File: src/rtl/trackball_pkg.sv
// -----------------------------------------------------------------------------
// trackball_pkg
// Shared types and helpers for the trackball / joystick-as-mouse converter.
//   phase_t      : 2-bit quadrature phase {a,b}
//   PHASE_SEQ    : phase order for a positive step (00 -> 01 -> 11 -> 10 -> 00)
//   IDX_*        : bit positions of the raw input lines in the synchroniser vector
//   next_phase() : advance a phase one step forward (dir > 0) or backward
//   sat_add()    : signed add clamped to +/- lim
// -----------------------------------------------------------------------------
package trackball_pkg;

    typedef logic [1:0] phase_t;

    localparam phase_t PHASE_SEQ [4] = '{2'b00, 2'b01, 2'b11, 2'b10};

    // Positions in the synchronised input vector. Direction lines sit in the
    // low nibble so edge detection can work on [3:0] directly.
    localparam int IDX_UP    = 0;
    localparam int IDX_DOWN  = 1;
    localparam int IDX_LEFT  = 2;
    localparam int IDX_RIGHT = 3;
    localparam int IDX_BTN_R = 4;
    localparam int IDX_BTN_L = 5;

    function automatic phase_t next_phase(input phase_t cur, input int dir);
        logic [1:0] idx;
        idx = 2'd0;
        for (int i = 0; i < 4; i++) begin
            if (PHASE_SEQ[i] == cur) begin
                idx = 2'(i);
            end
        end
        // 2-bit index arithmetic wraps naturally around the 4-entry cycle
        idx = (dir > 0) ? idx + 2'd1 : idx - 2'd1;
        return PHASE_SEQ[idx];
    endfunction

    function automatic int sat_add(input int acc, input int delta, input int lim);
        int sum;
        sum = acc + delta;
        if (sum > lim) begin
            sum = lim;
        end else if (sum < -lim) begin
            sum = -lim;
        end
        return sum;
    endfunction

endpackage

File: src/rtl/trackball_mouse_quad_axis.sv
// -----------------------------------------------------------------------------
// quad_axis
// One motion axis: signed saturating step accumulator plus quadrature phase.
//   clk, reset_n   : clock, asynchronous active-low reset
//   inc, dec       : one trackball step in +/- direction this cycle
//   tick           : pacer tick; replays one buffered step if acc != 0
//   emu_step_pos/neg : joystick-mode step request (opposite requests cancel)
//   mode           : 0 = trackball (accumulator path), 1 = joystick emulation
//   clear          : drop buffered motion (phase is kept)
//   ab             : current quadrature phase {a,b}
// -----------------------------------------------------------------------------
module quad_axis
    import trackball_pkg::*;
#(
    parameter int CNT_W = 6
) (
    input  logic   clk,
    input  logic   reset_n,
    input  logic   inc,
    input  logic   dec,
    input  logic   tick,
    input  logic   emu_step_pos,
    input  logic   emu_step_neg,
    input  logic   mode,
    input  logic   clear,
    output phase_t ab
);

    localparam int ACC_MAX = (1 << (CNT_W - 1)) - 1;

    logic signed [CNT_W-1:0] acc_reg, acc_next;
    phase_t                  ab_reg, ab_next;
    int                      delta_in;
    int                      acc_sign;

    always_comb begin
        acc_next = acc_reg;
        ab_next  = ab_reg;
        delta_in = 0;
        acc_sign = 0;

        if (acc_reg > 0) begin
            acc_sign = 1;
        end else if (acc_reg < 0) begin
            acc_sign = -1;
        end

        if (inc) begin
            delta_in = 1;
        end else if (dec) begin
            delta_in = -1;
        end

        if (clear) begin
            acc_next = '0;
        end else if (mode) begin
            acc_next = '0;
            if (emu_step_pos && !emu_step_neg) begin
                ab_next = next_phase(ab_reg, 1);
            end else if (emu_step_neg && !emu_step_pos) begin
                ab_next = next_phase(ab_reg, -1);
            end
        end else if (tick && acc_sign != 0) begin
            // Incoming step and replayed step are summed before clamping, so an
            // edge arriving on a tick at full scale is not lost.
            ab_next  = next_phase(ab_reg, acc_sign);
            acc_next = CNT_W'(sat_add(int'(acc_reg), delta_in - acc_sign, ACC_MAX));
        end else begin
            acc_next = CNT_W'(sat_add(int'(acc_reg), delta_in, ACC_MAX));
        end
    end

    always_ff @(posedge clk or negedge reset_n) begin
        if (!reset_n) begin
            acc_reg <= '0;
            ab_reg  <= 2'b00;
        end else begin
            acc_reg <= acc_next;
            ab_reg  <= ab_next;
        end
    end

    assign ab = ab_reg;

endmodule

File: src/rtl/trackball_mouse.sv
// -----------------------------------------------------------------------------
// trackball_mouse
// Converts trackball toggle lines or joystick levels into the 6-bit Atari ST
// mouse-port vector {btn_l, btn_r, xa, xb, ya, yb}.
//   clk          : 32 MHz system clock
//   reset_n      : asynchronous active-low reset
//   mode         : 0 = trackball, 1 = joystick-as-mouse (synchronised here)
//   dir_*_n      : raw direction lines (toggle per step, or active-low levels)
//   btn_l_n/r_n  : raw buttons, active-low
//   mouse_out    : registered output vector, buttons active-high
// -----------------------------------------------------------------------------
module trackball_mouse
    import trackball_pkg::*;
#(
    parameter int STEP_DIV = 4096,
    parameter int EMU_DIV  = 524288,
    parameter int CNT_W    = 6
) (
    input  logic       clk,
    input  logic       reset_n,
    input  logic       mode,
    input  logic       dir_up_n,
    input  logic       dir_down_n,
    input  logic       dir_left_n,
    input  logic       dir_right_n,
    input  logic       btn_l_n,
    input  logic       btn_r_n,
    output logic [5:0] mouse_out
);

    localparam int PW = (STEP_DIV > 1) ? $clog2(STEP_DIV) : 1;
    localparam int EW = (EMU_DIV > 1) ? $clog2(EMU_DIV) : 1;

    logic [5:0]    raw_in;
    logic [5:0]    sync1_reg, sync2_reg;
    logic          mode_s1_reg, mode_sync_reg, mode_prev_reg;
    logic [3:0]    hist_reg;
    logic          primed_reg;
    logic [PW-1:0] pace_reg;
    logic [EW-1:0] emu_reg;
    logic [3:0]    dir_edge;
    logic [3:0]    dir_held;
    logic          mode_chg;
    logic          tick;
    logic          emu_wrap;
    phase_t        axis_ab [2];

    assign raw_in = {btn_l_n, btn_r_n, dir_right_n, dir_left_n, dir_down_n, dir_up_n};

    assign mode_chg = mode_sync_reg ^ mode_prev_reg;
    assign tick     = (pace_reg == PW'(STEP_DIV - 1));
    assign emu_wrap = mode_sync_reg && (emu_reg == EW'(EMU_DIV - 1));
    // Until primed, the history only reloads, so reset/mode change cannot
    // produce a phantom step from a stale history value.
    assign dir_edge = primed_reg ? (sync2_reg[3:0] ^ hist_reg) : 4'b0000;
    assign dir_held = ~sync2_reg[3:0];

    always_ff @(posedge clk or negedge reset_n) begin
        if (!reset_n) begin
            sync1_reg     <= '1;
            sync2_reg     <= '1;
            mode_s1_reg   <= 1'b0;
            mode_sync_reg <= 1'b0;
            mode_prev_reg <= 1'b0;
            hist_reg      <= 4'hF;
            primed_reg    <= 1'b0;
            pace_reg      <= '0;
            emu_reg       <= '0;
        end else begin
            sync1_reg     <= raw_in;
            sync2_reg     <= sync1_reg;
            mode_s1_reg   <= mode;
            mode_sync_reg <= mode_s1_reg;
            mode_prev_reg <= mode_sync_reg;
            hist_reg      <= sync2_reg[3:0];
            primed_reg    <= !mode_chg;
            pace_reg      <= tick ? '0 : pace_reg + PW'(1);
            if (mode_chg || emu_reg == EW'(EMU_DIV - 1)) begin
                emu_reg <= '0;
            end else begin
                emu_reg <= emu_reg + EW'(1);
            end
        end
    end

    // Axis 0 = x (right positive), axis 1 = y (down positive)
    generate
        for (genvar gi = 0; gi < 2; gi++) begin : g_axis
            localparam int POS_LINE = (gi == 0) ? IDX_RIGHT : IDX_DOWN;
            localparam int NEG_LINE = (gi == 0) ? IDX_LEFT  : IDX_UP;

            quad_axis #(
                .CNT_W(CNT_W)
            ) u_axis (
                .clk          (clk),
                .reset_n      (reset_n),
                .inc          (dir_edge[POS_LINE] & ~dir_edge[NEG_LINE]),
                .dec          (dir_edge[NEG_LINE] & ~dir_edge[POS_LINE]),
                .tick         (tick),
                .emu_step_pos (emu_wrap & dir_held[POS_LINE] & ~dir_held[NEG_LINE]),
                .emu_step_neg (emu_wrap & dir_held[NEG_LINE] & ~dir_held[POS_LINE]),
                .mode         (mode_sync_reg),
                .clear        (mode_chg),
                .ab           (axis_ab[gi])
            );
        end
    endgenerate

    always_ff @(posedge clk or negedge reset_n) begin
        if (!reset_n) begin
            mouse_out <= 6'b000000;
        end else begin
            mouse_out <= {~sync2_reg[IDX_BTN_L], ~sync2_reg[IDX_BTN_R], axis_ab[0], axis_ab[1]};
        end
    end

endmodule

File: config.mk
export PLATFORM = sky130hd
export DESIGN_NAME = trackball_mouse
export DESIGN_NICKNAME = d
export VERILOG_FILES = /design/src/rtl/trackball_pkg.sv /design/src/rtl/trackball_mouse_quad_axis.sv /design/src/rtl/trackball_mouse.sv
export SDC_FILE = /design/constraint.sdc
export NUM_CORES = 1
export LEC_CHECK = 0
export BUFFER_PORTS_ARGS = -buffer_cell sky130_fd_sc_hd__buf_2
export CORE_UTILIZATION = 35
export CTS_BUF_LIST = sky130_fd_sc_hd__clkbuf_4
export CTS_CLUSTER_DIAMETER = 40
export DETAILED_ROUTE_END_ITERATION = 10
export GPL_TIMING_DRIVEN = 1
export SETUP_SLACK_MARGIN = 0.15
export SYNTH_ARGS = -nofsm -noshare
export SYNTH_HDL_FRONTEND = slang
export SYNTH_SLANG_ARGS = --single-unit
File: constraint.sdc
create_clock -name clk -period 7.3 [get_ports clk]
set_input_delay 0.73 -clock clk [delete_from_list [all_inputs] [get_ports clk]]
set_output_delay 0.73 -clock clk [all_outputs]
set_load 0.01 [all_outputs]
==> impl_metrics.ini, run 1 <==
[logic_synthesis]
synth_warnings = 0
synth_largest_area_cell = dfrtp_1
synth_edf_count = 0
ys_ff_latch = 73
synthTopCellsByArea = dfrtp_1 (23%), fa_1 (21%), ha_1 (7.1%)
synthesis.nets = 734
ys_seq_area_share_pct = 29.2
syn_avg_cell_area_um2 = 10.2
synth_async_sr_flop_share_pct = 100
synth_cells = 623
synth_top_flop_cell = dfrtp_1
syn-cell-area_um2 = 6320
yosysTopAreaCellShare_pct = 22.6
ys_types = 59

[clock_network]
cts_tree = done
hold_buffers = 0
clock_path_buffers = 2
clkSinkCount = 73
cts_max_level = 3
post_cts_buffers = 0
cts_buffers = 9
cts_resized = 0
path_clk_slew_ns = 0.11
clock_latency_ns = 0.41
cts-root-buf = clkbuf_4

[route]
vias = 4490
drt_wl_total_um = 12000
vias_per_cell = 5.15
drt_iter0_drc = 254
drt_pass1_iterations = 5
ant_nets = 0
drc = 0
wl_per_cell_um = 13.8

[finish]
drive_gt1_share_pct = 10.7
syn_to_final_growth_pct = 7.20
final_cell_mix = fa_1 (66), inv_1 (62), nor2_1 (59)
fill_cells = 1734
final_common_cell = fa_1
largest_register_ff_count = 19
nNetsFinal = 753
antenna_cells = 0

[sta]
max_slew_margin_pct = 40.6
fin_hold_ws_ns = 0.361
slew_viol_final = 0
hold_viol = 0
worst_slew_pin_slew_ns = 0.892
rsz0062_at_grt = no
skew_ns = 0.0146
finalSetupTns_ns = 0
finalCritPeriodShare_pct = 83.9
timing.fmax_ghz = 0.163
min_period_ns = 6.13
final-setup-viol-count = 0

[place]
hpwl_um = 9460
port_buffers = 14
routabilityCongestion = 0.830

[outcome]
outcome = completed

[setup_path]
critPathRequiredTime_ns = 7.59
ff2ff_path_depth = 20
cp-end-kind = flop
cp_max_fo = 6
worst_setup_path_start_kind = flop
cp.arrival_ns = 6.42
worstSetupPathType = reg2reg

[floorplanning]
io_pins = 15
dieArea_um2 = 18600
row_count = 48
fp.dieW_um = 136
start_util_pct = 36.2
die_h_um = 136
coreArea_um2 = 17500

[global_routing]
grt_overflow_total = 0
grt_use_total_pct = 14.1
antenna_found_initial = 0
grt_pass1_wl_um = 21200
grt_pass1_vias = 4607
grt_max_degree = 74

[power]
power_mw = 1.43
cellPowerDensity_nw_per_um2 = 211
ir_worst_vdd_v = 0.000190
p_leak_nw = 2.97

[flow_run]
drv_cap = 0

[worst_hold_path]
min_path_type = reg2reg
min_path_cells = 0
cell usage after synthesis, types with 2 or more instances:
cell	count
nand4_1	15
o21ai_0	12
a31o_2	3
and4_1	8
and3_1	8
o211ai_1	2
nand2b_1	9
a21oi_1	18
ha_1	36
o31ai_1	3
nor2_1	59
a31oi_1	3
nand3_1	27
inv_1	62
a211oi_1	9
or2_2	6
o21a_1	8
fa_1	66
clkbuf_1	10
o41ai_1	2
nand4b_1	4
dfrtp_1	57
dfstp_2	16
mux2i_1	4
a22oi_1	5
nand2_1	33
o221a_2	4
nor4_1	9
nor4b_1	8
xnor3_1	2
o2111ai_1	3
a21o_1	8
and2_1	4
xnor2_1	17
nor3_1	10
o21bai_1	2
or3_1	3
nor2b_1	10
a211o_1	4
xor2_1	30
nor4bb_1	5
or4_1	2
per-stage QoR:
stage	utilization (%)	worst slack (ns)	cell area (µm²)	cells
2_1_floorplan	-	0.792	6320	623
3_3_place_gp	38.2	1.30	6670	856
3_5_place_dp	38.2	1.18	6670	856
4_1_cts	38.8	1.16	6780	872
5_1_grt	38.8	0.725	6780	872
6_report	38.8	1.17	6780	872
critical path: stages (launching register included):
cell and delay (ns):
dfstp_2 0.58, xor2_1 0.13, and2_1 0.14, ha_1 0.38, inv_1 0.16, fa_1 0.52, inv_1 0.06, ha_1 0.30
a21o_1 0.21, a221oi_1 0.40, nor2b_1 0.10, o21a_1 0.18, or2_2 0.32, fa_1 0.39, fa_1 0.47, nor4b_1 0.34
nand4_1 0.12, or4_1 0.49, o31a_1 0.32, a2111oi_2 0.33, nor3_1 0.08
cell type report:
class	count	area, µm²	share of cell area [%]
sequential	73	1850	27.2
clock buffer	11	82.6	1.22
inverter	62	233	3.43
timing repair buffer	19	110	1.62
tap	225	282	4.15
multi-input combinational	477	4200	62.0
clock inverter	5	23.8	0.351
worst paths after layout:
check | slack [ns] | from | to
worst max-delay path | 1.17 | sync2_reg[0] | g_axis[1].u_axis.acc_reg[0]
worst min-delay path | 0.36 | sync1_reg[5] | sync2_reg[5]
worst max register to register | 1.17 | sync2_reg[0] | g_axis[1].u_axis.acc_reg[0]
worst min register to register | 0.36 | sync1_reg[5] | sync2_reg[5]
max in group asynchronous | 6.28 | reset_n | mouse_out[1]
min in group asynchronous | 0.44 | reset_n | emu_reg[5]
cell families after synthesis:
logic type               share of synthesized area [%]
AO/OA/AOI/OAI                                     10.8
XOR/XNOR                                          7.22
adder cells (fa/ha/maj)                           28.0
buffers and inverters                             4.35
flip-flops                                        29.2
multiplexers                                     0.811
AND/OR/NAND/NOR                                   19.6
power breakdown:
part	switching [mW]	total, mW	leakage (nW)	internal [mW]
sequential	0.0144	0.438	0.924	0.423
combinational	0.447	0.781	1.98	0.334
clock	0.134	0.209	0.0678	0.0745
metal layers:
metal,GRT usage (%),vias to the layer above,wire (µm)
li1,-,2208,-
met1,19.4,2221,5810
met2,23.0,52,5860
met3,2.24,9,270
met4,3.15,0,87
met5,0,-,0
No activity file was read; power rests on OpenSTA's default activity.
==> run 2, diff against run 1 <==
==> constraint.sdc (replaced) <==
create_clock -name clk -period 5.4 [get_ports clk]
set_input_delay 0.54 -clock clk [delete_from_list [all_inputs] [get_ports clk]]
set_output_delay 0.54 -clock clk [all_outputs]
set_load 0.01 [all_outputs]
==> impl_metrics.ini, run 2 (synthesis results as in run 1) <==
[power]
cellPowerDensity_nw_per_um2 = 305
power_mw = 2.22
p_leak_nw = 3.14
ir_worst_vdd_v = 0.000239

[flow_run]
drv_cap = 0

[setup_path]
cp_max_fo = 6
r2r-start = sync2_reg[0]
worstSetupPathType = reg2reg
crit_top_cell = fa_1
timing.rr.end = g_axis[1].u_axis.acc_reg[4]
crit_slowest_cell = dfstp_2
crit_cells = 18
path_buf_inv = 2
path_cells = xor2_1, and2_4, ha_4, inv_4, fa_1, inv_2, fa_2, a211o_1, o211ai_1, nand2b_1, a21o_1, fa_1, fa_1, or3_1, or4_1, o31a_1, nor2_2, a22oi_1
r2r_slack_ns = 0.11
crit_family = adder cells
ff2ff_path_depth = 18
critPathRequiredTime_ns = 5.71
cp.arrival_ns = 5.60
worst_setup_path_start_kind = flop
max_stage_delay_ns = 0.56
critPathLaunch = sync2_reg[0]
cp-end-kind = flop

[sta]
hold_viol = 0
max_slew_margin_pct = 57.6
finalCritPeriodShare_pct = 98.0
worst_slew_pin_slew_ns = 0.634
rsz0062_at_grt = yes
layout_setup_ws_ns = 0.106
timing.fmax_ghz = 0.189
min_period_ns = 5.29
final-setup-viol-count = 0
skew_ns = 0.0155
slew_viol_final = 0

[place]
routabilityCongestion = 0.881
port_buffers = 14
place_ws_ns = 0.0319
hpwl_um = 9790
dp_cells = 872
placed_area_um2 = 6900

[floorplanning]
start_util_pct = 36.2
io_pins = 15
row_count = 48
dieArea_um2 = 18600
fp.dieW_um = 136
coreArea_um2 = 17500
die_h_um = 136

[finish]
largest_register_ff_count = 19
syn_to_final_growth_pct = 14.9
nNetsFinal = 776
antenna_cells = 0
final_cell_mix = fa_1 (62), inv_1 (60), nor2_1 (58)
drive_gt1_share_pct = 19.3
final_common_cell = fa_1
fin_area_um2 = 7270
finalNonFillerCells = 895

[route]
drc = 0
drt_iter0_drc = 206
drt_wl_total_um = 12500
vias = 4612
wl_per_cell_um = 14.0
vias_per_cell = 5.15
ant_nets = 0
drt_pass1_iterations = 4

[clock_network]
clock_path_buffers = 2
clkSinkCount = 73
cts_buffers = 9
cts_max_level = 3
clock_latency_ns = 0.42
cts_tree = done
cts-root-buf = clkbuf_4
path_clk_slew_ns = 0.12

[global_routing]
grt_pass1_wl_um = 21300
grt_overflow_total = 0
antenna_found_initial = 0
grt_pass1_vias = 4631
grt_use_total_pct = 14.3
grt_max_degree = 51

[worst_hold_path]
min_path_type = in2async

[outcome]
outcome = completed
run 2: cell types whose count changed in the layout (fill, tap and decap cells not counted), sizes merged:
cell	before	now
clkinv	5	3
clkinvlp	0	1
buf	19	42
clkbuf	11	9
inv	62	63
bufinv	0	2
run 2: repair_timing:
| item | CTS | global route |
|---|---|---|
| pin swaps | 4 | 9 |
| hold buffers | 0 | 0 |
| gates resized for setup | 6 | 28 |
| setup endpoints to repair | 9 | 10 |
| setup buffers | 6 | 1 |
| hold endpoints to repair | 0 | 0 |
run 2: worst register-to-register path: stages, from the launching register on:
cell	delay, ns
dfstp_2	0.56
xor2_1	0.14
and2_4	0.16
ha_4	0.20
inv_4	0.04
fa_1	0.49
inv_2	0.06
fa_2	0.39
a211o_1	0.31
o211ai_1	0.14
nand2b_1	0.09
a21o_1	0.22
fa_1	0.40
fa_1	0.46
or3_1	0.37
or4_1	0.50
o31a_1	0.31
nor2_2	0.23
a22oi_1	0.10
run 2: layer usage:
metal  wire [µm]  global-route usage [%]  vias to the layer above  share of wire [%]
met1        5880                    18.9                     2294                 47
li1            -                       -                     2246                  -
met4         181                    4.57                        0                1.4
met3         254                    1.68                       15                2.0
met5           0                       0                        -                  0
met2        6230                    24.4                       57                 50
run 2: worst max-delay path by stage:
stage                                  end  slack, ns
2_1_floorplan  g_axis[1].u_axis.acc_reg[0]       0.13
3_3_place_gp   g_axis[1].u_axis.acc_reg[0]       0.11
3_5_place_dp   g_axis[1].u_axis.acc_reg[0]       0.03
4_1_cts        g_axis[1].u_axis.acc_reg[0]       0.09
5_1_grt        g_axis[1].u_axis.acc_reg[0]      -0.16
6_report       g_axis[1].u_axis.acc_reg[4]       0.11
run 2: metrics by stage:
step	hold slack (ns)	TNS (ns)	util, %
6_report	0.0602	0	41.6
3_5_place_dp	0.346	0	39.5
2_1_floorplan	0.244	0	-
4_1_cts	0.0574	0	40.8
3_3_place_gp	0.342	0	39.5
5_1_grt	0.0790	-0.739	41.6
run 2: where the power goes:
group	internal (mW)	switching [mW]
clock	0.188	0.191
sequential	0.572	0.0208
combinational	0.564	0.683
run 2: area by class of cell:
cell class,instances,area [µm²]
repair buffers,42,304
clock inverters,7,93.8
fillers,1610,10200
flip-flops and latches,73,1850
multi-input cells,477,4440
clock buffers,9,67.6
inverters,62,235
well taps,225,282
